**config.mk**
```make
export PLATFORM = sky130hd
export DESIGN_NAME = bit_pair_packer
export DESIGN_NICKNAME = d
export VERILOG_FILES = /design/src/rtl/bit_pair_packer.sv
export SDC_FILE = /design/constraint.sdc
export NUM_CORES = 1
export LEC_CHECK = 0
export ABC_AREA = 1
export CAP_MARGIN = 20
export CORE_ASPECT_RATIO = 1.2
export CORE_MARGIN = 2
export CORE_UTILIZATION = 45
export CTS_CLUSTER_DIAMETER = 60
export CTS_CLUSTER_SIZE = 10
export DETAILED_ROUTE_END_ITERATION = 16
export GPL_TIMING_DRIVEN = 0
export PLACE_DENSITY = 0.74
export SLEW_MARGIN = 20
export SYNTH_ARGS = -nofsm -noshare
export SYNTH_HDL_FRONTEND = slang
export SYNTH_SLANG_ARGS = --single-unit
```
**constraint.sdc**
```tcl
create_clock -name clk -period 1.2 [get_ports clk]
set_input_delay 0.3 -clock clk [delete_from_list [all_inputs] [get_ports clk]]
set_output_delay 0.3 -clock clk [all_outputs]
set_load 0.02 [all_outputs]
```
**src/rtl/bit_pair_packer.sv**
```systemverilog
// Packs PAIRS enable-qualified bit pairs into one 2*PAIRS-bit word behind a one-entry
// valid/ready output register. Define PACKER_PARITY_EN to add a registered parityOut.
module bit_pair_packer #(
  parameter int PAIRS     = 4,
  parameter bit MSB_FIRST = 1'b1,
  localparam int W        = 2 * PAIRS,
  localparam int CW       = $clog2(PAIRS)
) (
  input  logic          clk,
  input  logic          reset_n,
  input  logic          bitEnable,
  input  logic          bitIn1,
  input  logic          bitIn2,
  input  logic          clear,
  input  logic          wordReady,
  output logic [W-1:0]  wordOut,
  output logic          wordValid,
  output logic [CW-1:0] pairCount,
  output logic          overflow
`ifdef PACKER_PARITY_EN
  ,
  output logic          parityOut
`endif
);

  typedef enum logic {EMPTY = 1'b0, FULL = 1'b1} state_t;

  function automatic logic [W-1:0] shift_in(input logic [W-1:0] sh, input logic b1,
                                            input logic b2);
    if (MSB_FIRST) return {sh[W-3:0], b1, b2};
    else           return {b1, b2, sh[W-1:2]};
  endfunction

  logic [W-1:0]  sh_q, sh_d;
  logic [CW-1:0] cnt_q, cnt_d;
  logic          last_pair;
  logic          complete;
  state_t        state_q;
  logic [W-1:0]  word_q;
  logic          ovf_q;
`ifdef PACKER_PARITY_EN
  logic          par_q;
`endif

  always_comb begin
    sh_d      = shift_in(sh_q, bitIn1, bitIn2);
    last_pair = (cnt_q == CW'(PAIRS - 1));
    cnt_d     = last_pair ? '0 : cnt_q + CW'(1);
    // sh_d already includes the completing pair, so it is the word handed to the output side
    complete  = bitEnable & ~clear & last_pair;
  end

  // Fill stage: shift register and pair counter
  always_ff @(posedge clk or negedge reset_n) begin
    if (!reset_n) begin
      sh_q  <= '0;
      cnt_q <= '0;
    end else if (clear) begin
      sh_q  <= '0;
      cnt_q <= '0;
    end else if (bitEnable) begin
      sh_q  <= sh_d;
      cnt_q <= cnt_d;
    end
  end

  // Output stage: one-entry word register with sticky overflow
  always_ff @(posedge clk or negedge reset_n) begin
    if (!reset_n) begin
      state_q <= EMPTY;
      word_q  <= '0;
      ovf_q   <= 1'b0;
`ifdef PACKER_PARITY_EN
      par_q   <= 1'b0;
`endif
    end else if (clear) begin
      state_q <= EMPTY;
      word_q  <= '0;
      ovf_q   <= 1'b0;
`ifdef PACKER_PARITY_EN
      par_q   <= 1'b0;
`endif
    end else begin
      case (state_q)
        EMPTY: begin
          if (complete) begin
            state_q <= FULL;
            word_q  <= sh_d;
`ifdef PACKER_PARITY_EN
            par_q   <= ^sh_d;
`endif
          end
        end
        FULL: begin
          if (wordReady) begin
            if (complete) begin
              word_q <= sh_d;
`ifdef PACKER_PARITY_EN
              par_q  <= ^sh_d;
`endif
            end else begin
              state_q <= EMPTY;
            end
          end else if (complete) begin
            ovf_q <= 1'b1;
          end
        end
        default: state_q <= EMPTY;
      endcase
    end
  end

  assign wordOut   = word_q;
  assign wordValid = (state_q == FULL);
  assign pairCount = cnt_q;
  assign overflow  = ovf_q;
`ifdef PACKER_PARITY_EN
  assign parityOut = par_q;
`endif

endmodule

```
==> impl_metrics.tcl, run 1 <==
set metrics [dict create \
    status "complete, no violations" \
    dr_wl_met3_um 59 \
    grt_setup_unrepaired "yes" \
    worstHoldPathCells 3 \
    reg2reg_from "pairCount[0]$_DFFE_PN0P_" \
    critPathLaunch "pairCount[0]$_DFFE_PN0P_" \
    fin_setup_tns_ps 0 \
    root_buffer "clkbuf_4" \
    htree_levels 1 \
    fin_worst_skew_ps 1.04 \
    p_sw_uw 245 \
    num_rows 16 \
    endpoint "pairCount[0]" \
    power_density_nw_per_um2 1070 \
    leakage_uw 0.000524 \
    initial_core_util_pct 48.1 \
    areaGrowthSynthToFinish_pct 19.8 \
    grt_pass1_wl_um 2530 \
    crit_slowest_cell "dfrtp_1" \
    p_int_uw 771 \
    antenna_found_initial 0 \
    cp_max_fo 4 \
    p_clk_share_pct 28.1 \
    cts_setup_buffers 0 \
    slew_headroom_pct 48.1 \
    synth_seq_cells 18 \
    antennaDiodeCount 0 \
    gp_congestion 0.760 \
    clockBufferDepth 2 \
    syn_area_per_cell_um2 9.40 \
    vias 598 \
    whs_ps 349 \
    tightest_slew_ps 776 \
    grt-ovfl-total 0 \
    max_freq_ghz 0.849 \
    cp_num_cells 1 \
    drc_errors 0 \
    fin_crit_sh_pct 98.2 \
    wl_met1_um 614 \
    path_cells "buf_2" \
    power.share.sequential_pct 61.7 \
    nFillCells 146 \
    ctsHoldBuffers 0 \
    grt_usage_pct 15.5 \
    syn_inst 84 \
    die_area_um2 2110 \
    crit_buf_inv 1 \
    p_comb_share_pct 10.2 \
    swShare_pct 24.1 \
    io_buffers 17 \
    r2r_setup_slack_ps 50 \
    max-vdd-ir-drop_v 0.000799 \
    drv_slew 0 \
    routed_wl_um 1380 \
    arrival_ps 880 \
    cp-start-kind "register" \
    firstDrtPassIters 2 \
    final_cell_mix "nand2_1, dfrtp_1, buf_2, inv_1, o21ai_1" \
    die_x_um 42.2 \
    seq_area_frac_synth_pct 57.1 \
    grt_pass1_vias 594 \
    io_pins 19 \
    synth_warnings 0 \
    setup_viol 0 \
    post-route-min-period_ps 1180 \
    synthDistinctLibCells 20 \
    cts_sinks 18 \
    drive_gt1_share_pct 25.0 \
    critPathKind "reg2out" \
    critPathMaxStageDelay_ps 420 \
    final_nets 114 \
    core_um2 1640 \
    syn_nets 92 \
    maxCapViolations 0 \
    grt_max_degree 19 \
    cts_made_buffers 3 \
    route.top_layer_used "met4" \
    hold_viol_final 0 \
    hpwl_um 1070 \
    via_per_inst 4.90 \
    endpoint_kind "output port" \
    routedWlPerCell_um 11.3 \
    clkTransAtPathRegs_ps 90 \
    postRouteAntennaNets 0 \
    crit_required_ps 900 \
    reg2reg_depth 5 \
    hp-class "in2reg" \
    dr_wl_met2_um 684 \
    cp_top_family "flip-flops" \
    synth_area_um2 790 \
    insertion_delay_ps 280 \
    fp.dieH_um 49.9 \
    dr.first_iter.drc_count 6 \
    final_common_cell "nand2_1" \
    reg2reg_to "wordOut[1]$_DFFE_PN0P_" \
    cts_tree "yes" \
]
==> per-layer routing <==
metal	vias to the layer above	track usage, %
met5	-	0
met4	0	7.81
met3	5	1.47
met2	14	26.4
met1	277	19.2
li1	302	-
==> worst min-delay path by stage <==
| stage | from | end |
|---|---|---|
| floorplan | reset_n | overflow$_DFFE_PN0P_ |
| global placement | wordOut[1]$_DFFE_PN0P_ | wordOut[1]$_DFFE_PN0P_ |
| detailed placement | wordOut[2]$_DFFE_PN0P_ | wordOut[2]$_DFFE_PN0P_ |
| CTS | bitEnable | sh_q[1]$_DFFE_PN0P_ |
| global route | bitEnable | sh_q[2]$_DFFE_PN0P_ |
| finish | bitEnable | sh_q[2]$_DFFE_PN0P_ |
==> registers in the layout, indices dropped and copies added, names as in the netlist <==
signal,flops
wordValid,1
pairCount,2
sh_q,6
overflow,1
wordOut,8
==> cell type report <==
| cell class | instances | area, um^2 | area share, % |
|---|---|---|---|
| well taps | 18 | 22.5 | 2.38 |
| flip-flops and latches | 18 | 450 | 47.6 |
| inverters | 8 | 32.5 | 3.44 |
| clock buffers | 3 | 22.5 | 2.38 |
| repair buffers | 17 | 109 | 11.5 |
| multi-input cells | 57 | 304 | 32.1 |
| plain buffers | 1 | 5.00 | 0.529 |
==> power groups by stage <==
stage	Sequential [uW]	Combinational, uW	Clock [uW]
final	627	103	286
after global routing	630	117	318
after CTS	628	106	298
after detailed placement	640	111	0
after global placement	639	110	0
after floorplan	647	47.7	0
==> what timing repair did <==
action	CTS	global route
cloned	0	0
resized for setup	50	0
endpoints found under the setup margin	20	8
==> synth_stat cells <==
| cell | number | share of area [%] |
|---|---|---|
| nand3_4 | 1 | 2.2 |
| nor2_8 | 1 | 2.5 |
| o22ai_1 | 1 | 0.79 |
| nor2_1 | 4 | 1.9 |
| nor2_2 | 1 | 0.79 |
| inv_1 | 6 | 2.9 |
| nand2_1 | 34 | 16 |
| nand2_2 | 1 | 0.79 |
| o21ai_1 | 5 | 3.2 |
| inv_2 | 1 | 0.47 |
| a21o_1 | 1 | 0.95 |
| nor2_4 | 1 | 1.4 |
| inv_4 | 1 | 0.79 |
| nand4_1 | 1 | 0.79 |
| nand2_4 | 2 | 2.9 |
| ha_1 | 1 | 1.6 |
| o31ai_1 | 1 | 0.95 |
| buf_2 | 1 | 0.63 |
| dfrtp_1 | 18 | 57 |
| nand3_1 | 2 | 1.3 |
==> kinds of logic after synthesis <==
family / count (synthesis) / synth area share (%)
AO/OA/AOI/OAI: 8 / 5.86
adder cells (fa/ha/maj): 1 / 1.58
buffers and inverters: 9 / 4.75
flip-flops: 18 / 57.1
AND/OR/NAND/NOR: 48 / 30.7
==> through the flow <==
step           std cells  total power [uW]  setup WS (ps)  area (um^2)  util, %
2_1_floorplan         84               694           4.49          790        -
3_5_place_dp         119               751           -346          982     59.8
3_3_place_gp         119               749           -321          982     59.8
4_1_cts              122              1030           14.3          946     57.6
6_report             122              1020           21.6          946     57.6
5_1_grt              122              1060          -23.6          946     57.6
Note: power is estimated with default switching activity, not from simulation.
==> run 2, diff against run 1 <==
--- a/config.mk
+++ b/config.mk
@@ -8,13 +8,13 @@
 export ABC_AREA = 1
 export CAP_MARGIN = 20
 export CORE_ASPECT_RATIO = 1.2
-export CORE_MARGIN = 2
 export CORE_UTILIZATION = 45
 export CTS_CLUSTER_DIAMETER = 60
 export CTS_CLUSTER_SIZE = 10
 export DETAILED_ROUTE_END_ITERATION = 16
 export GPL_TIMING_DRIVEN = 0
 export PLACE_DENSITY = 0.74
+export SETUP_SLACK_MARGIN = 0.15
 export SLEW_MARGIN = 20
 export SYNTH_ARGS = -nofsm -noshare
 export SYNTH_HDL_FRONTEND = slang
==> run 2 against run 1 <==
Against the previous run:
- setup slack worse by 18 ps
- hold slack worse by 170 ps
- total power up 12%
- largest power group unchanged
- largest cell class unchanged
- critical path type is now reg2reg
- global-route usage up 1.5 points
- sequential cell count unchanged
- final cell count up 7.4%
- sequential power about the same
- via count up 5.4%
==> impl_metrics.tcl, run 2 (synthesis results as in run 1) <==
set metrics [dict create \
    hold_viol_final 0 \
    dp_cells 119 \
    cp_top_family "flip-flops" \
    nFillCells 135 \
    cts_made_buffers 3 \
    reg2reg_from "pairCount[0]$_DFFE_PN0P_" \
    initial_core_util_pct 48.1 \
    drive_gt1_share_pct 35.4 \
    max-vdd-ir-drop_v 0.000698 \
    fin_crit_sh_pct 99.7 \
    path_cells "buf_6 > ha_4 > a21o_1 > nand2_4 > nand2_1 > nand2_1" \
    cts_sinks 18 \
    placed_area_um2 997 \
    crit_buf_inv 1 \
    grt_pass1_vias 530 \
    io_buffers 17 \
    insertion_delay_ps 290 \
    dr.first_iter.drc_count 10 \
    hp-class "in2async" \
    firstDrtPassIters 3 \
    die_area_um2 1930 \
    power_density_nw_per_um2 1010 \
    hpwl_um 983 \
    routed_wl_um 1500 \
    fin_worst_skew_ps 4.79 \
    cp_max_fo 8 \
    gp_congestion 0.759 \
    reg2reg_depth 6 \
    final_nets 122 \
    critPathKind "reg2reg" \
    cp-start-kind "register" \
    areaGrowthSynthToFinish_pct 42.2 \
    instances_no_fill 131 \
    final_common_cell "nand2_1" \
    ctsHoldBuffers 0 \
    num_rows 16 \
    cts_tree "yes" \
    crit_slowest_cell "dfrtp_2" \
    largest_reg_flops 8 \
    root_buffer "clkbuf_4" \
    grt-ovfl-total 0 \
    crit_required_ps 1440 \
    grt_pass1_wl_um 2210 \
    tightest_slew_ps 777 \
    antennaDiodeCount 0 \
    pre_cts_ws_ps -336 \
    fp.dieH_um 47.9 \
    core_um2 1640 \
    reg2reg_to "wordOut[6]$_DFFE_PN0P_" \
    grt_usage_pct 17.0 \
    slew_headroom_pct 48.2 \
    leakage_uw 0.000587 \
    vias 630 \
    endpoint_kind "register" \
    clockBufferDepth 2 \
    status "complete, no violations" \
    critPathLaunch "pairCount[0]$_DFFE_PN0P_" \
    setup_viol 0 \
    htree_levels 1 \
    final_util_pct 68.4 \
    die_x_um 40.2 \
    crit_top_cell "nand2_1" \
    final_area_um2 1120 \
    grt_setup_unrepaired "yes" \
    io_pins 19 \
    whs_ps 183 \
    layout_setup_ws_ps 4.11 \
    critPathMaxStageDelay_ps 430 \
    final_cell_mix "nand2_1, dfrtp_1, buf_6, buf_4, inv_1" \
    endpoint "wordOut[6]$_DFFE_PN0P_" \
    via_per_inst 4.81 \
    max_freq_ghz 0.836 \
    maxCapViolations 0 \
    antenna_found_initial 0 \
    arrival_ps 1430 \
    grt_max_degree 19 \
    r2r_setup_slack_ps 4 \
    drv_slew 0 \
    cp_num_cells 6 \
    post-route-min-period_ps 1200 \
    postRouteAntennaNets 0 \
    routedWlPerCell_um 11.5 \
    drc_errors 0 \
    clkTransAtPathRegs_ps 110 \
]
==> run 2: worst min-delay path by stage <==
| stage | endpoint | startpoint | slack (ps) | depth (start not counted) |
|---|---|---|---|---|
| after floorplan | overflow$_DFFE_PN0P_ | reset_n | 4 | 0 |
| after global placement | wordOut[1]$_DFFE_PN0P_ | wordOut[1]$_DFFE_PN0P_ | 450 | 2 |
| after detailed placement | wordOut[1]$_DFFE_PN0P_ | wordOut[1]$_DFFE_PN0P_ | 460 | 2 |
| after CTS | wordValid$_DFF_PN0_ | reset_n | 210 | 1 |
| after global routing | wordOut[2]$_DFFE_PN0P_ | reset_n | 250 | 1 |
| final | wordOut[0]$_DFFE_PN0P_ | reset_n | 180 | 1 |
==> run 2: worst register-to-register path, stage by stage (launching register included) <==
cell,delay (ps)
dfrtp_2,430
buf_6,130
ha_4,170
a21o_1,180
nand2_4,110
nand2_1,70
nand2_1,50
==> run 2: power by group <==
| part | internal [uW] | switching, uW |
|---|---|---|
| Clock | 185 | 193 |
| Sequential | 621 | 9.58 |
| Combinational | 53.2 | 77.9 |
| Total | 858 | 280 |
==> run 2: cell type report <==
type,count,area (um^2),share of cell area [%]
multi-input combinational,57,333,29.7
inverter,8,32.5,2.90
sequential,18,453,40.4
clock buffer,4,36.3,3.23
tap,18,22.5,2.01
buffer,1,5.00,0.446
timing repair buffer,25,240,21.4
==> run 2: timing repair <==
item	4_1_cts	5_1_grt
pin swaps	1	3
gates resized for setup	75	2
setup buffers	5	3
endpoints found under the setup margin	32	21
==> run 2: through the flow <==
step                setup TNS, ps  total power [uW]
floorplan                       0               700
global placement            -7270               756
detailed placement          -7630               757
CTS                             0              1140
global route                 -206              1190
finish                          0              1140
==> run 2: routing by layer <==
metal  wire [um]  track usage, %  share of wire, %
met4          19            8.00               1.3
met1         699            22.4                47
met3          33            2.79               2.2
met2         748            27.1                50
met5           0               0                 0
==> patch: new RTL, config.mk and constraints of run 1 <==
Put one more register stage on the output `overflow`. The value now appears one clock later. The other outputs are not delayed to match.
--- a/src/rtl/bit_pair_packer.sv
+++ b/src/rtl/bit_pair_packer.sv
@@ -113,7 +113,13 @@
   assign wordOut   = word_q;
   assign wordValid = (state_q == FULL);
   assign pairCount = cnt_q;
-  assign overflow  = ovf_q;
+  always_ff @(posedge clk or negedge reset_n) begin
+    if (!reset_n) begin
+      overflow <= '0;
+    end else begin
+      overflow <= ovf_q;
+    end
+  end
 `ifdef PACKER_PARITY_EN
   assign parityOut = par_q;
 `endif
Formal check against the unedited RTL: not equivalent (a bounded check fails within 10 cycles, from zero or initial values and one cycle with reset_n low).
==> patch against run 1 <==
Total power rose by 8.1%. Setup slack barely moved. Largest cell class unchanged. Routed wire length increased by 2.2%. Synthesized area grew 3.2%. Cell count increased by 2.5%. Critical endpoint unchanged. Critical path type unchanged. Final area up 5.6%. Sequential cell count grew 1. Highest routed layer unchanged. Combinational power increased by 13%.
==> patch: results <==
{
  "status": "finished, final reports clean",
  "cts_root_buf": "clkbuf_4",
  "cp.arrival_ns": 0.88,
  "layout_setup_ws_ns": 0.0214,
  "power_uw": 1100,
  "n_antenna_cell": 0,
  "clk_latency_ns": 0.30,
  "synthTopCellsByArea": "dfrtp_1 58%, nand2_1 16%, o21ai_1 3.1%, inv_1 2.8%, nand2_4 2.8%",
  "final.setup_skew_ns": 0.000953,
  "synth_fp_nets": 93,
  "wl_per_cell_um": 11.3,
  "holdCritPathClass": "in -> reg",
  "grt_pass1_wl_um": 2430,
  "r2r_end": "wordOut[5]$_DFFE_PN0P_",
  "wl_um": 1420,
  "drt_iter0_drc": 18,
  "synthTopCellsByCount": "34 x nand2_1, 19 x dfrtp_1, 6 x inv_1",
  "layout-drive-gt1-share_pct": 25.2,
  "antenna_found_initial": 0,
  "ys_seq_area_share_pct": 58.4,
  "grt_max_degree": 20,
  "first_global_vias": 569,
  "synth_area_per_cell_um2": 9.58,
  "grt.total_usage_pct": 15.2,
  "worst_pin_slew_ns": 0.815,
  "place_inst": 120,
  "viasPerCell": 4.93,
  "yosysWarnings": 0,
  "pre_cts_slack_ns": -0.306,
  "vdd_drop_max_mv": 0.745,
  "place.gp.congestion": 0.804
}
patch: cell types whose count changed in the layout (fill, tap and decap cells not counted), sizes merged:
cell          before  now
dlygate4sd2        1    0
clkbuf             3    4
buf               13   14
dlymetal6s2s       0    1
dfrtp             18   19
patch: worst register-to-register path: cells and delay by family, from the launching register on:
kind	cells	cell delay, ns
DFF	1	0.42
and+or+nand+nor	3	0.21
AOI/OAI and AO/OA	1	0.17
adders and majority gates	1	0.26
patch: repair_timing:
| action | 4_1_cts | 5_1_grt |
|---|---|---|
| endpoints found under the setup margin | 12 | 15 |
| buffers inserted | 0 | 1 |
| gates resized for setup | 48 | 6 |
| pin swaps | 0 | 0 |
| hold endpoints to repair | 0 | 0 |
patch: worst min path at each step:
| stage | start | endpoint | slack, ns | cells past startpoint |
|---|---|---|---|---|
| floorplan | reset_n | overflow$_DFF_PN0_ | 0.004 | 0 |
| global placement | ovf_q$_DFFE_PN0P_ | overflow$_DFF_PN0_ | 0.37 | 0 |
| detailed placement | ovf_q$_DFFE_PN0P_ | overflow$_DFF_PN0_ | 0.37 | 0 |
| CTS | bitEnable | sh_q[1]$_DFFE_PN0P_ | 0.33 | 3 |
| global route | bitEnable | sh_q[1]$_DFFE_PN0P_ | 0.33 | 3 |
| finish | bitEnable | sh_q[1]$_DFFE_PN0P_ | 0.33 | 3 |
patch: where the power goes:
group	switching, uW	leakage (uW)	total [uW]	internal (uW)
Sequential	9.19	0.000262	662	653
Clock	191	0.0000150	320	130
Combinational	70.0	0.000278	116	46.3
patch: kinds of logic (layout without fill, tap and decap cells):
kind of cell,count (synthesis),count (layout),synth area share [%]
AND/OR/NAND/NOR,48,48,29.8
adder cells (fa/ha/maj),1,1,1.54
AO/OA/AOI/OAI,8,8,5.68
flip-flops,19,19,58.4
buffers and inverters,9,31,4.61
patch: area by class of cell:
class,instances,area (um^2)
clock buffer,4,26.3
fill,133,663
multi-input combinational,57,304
tap,18,22.5
inverter,8,32.5
buffer,1,5.00
sequential,19,475
timing repair buffer,18,133
patch: per-layer routing:
metal	wire, um	track usage (%)
met3	84	3.60
met5	0	0
met4	43	9.38
met2	659	23.7
met1	628	18.7
patch: through the flow:
stage               util [%]  TNS [ns]  hold slack (ns)
finish                  60.1         0            0.334
global route            60.1    -0.234            0.334
CTS                     58.6         0            0.333
detailed placement      60.6     -8.03            0.373
global placement        60.6     -7.22            0.366
floorplan                  -         0          0.00441
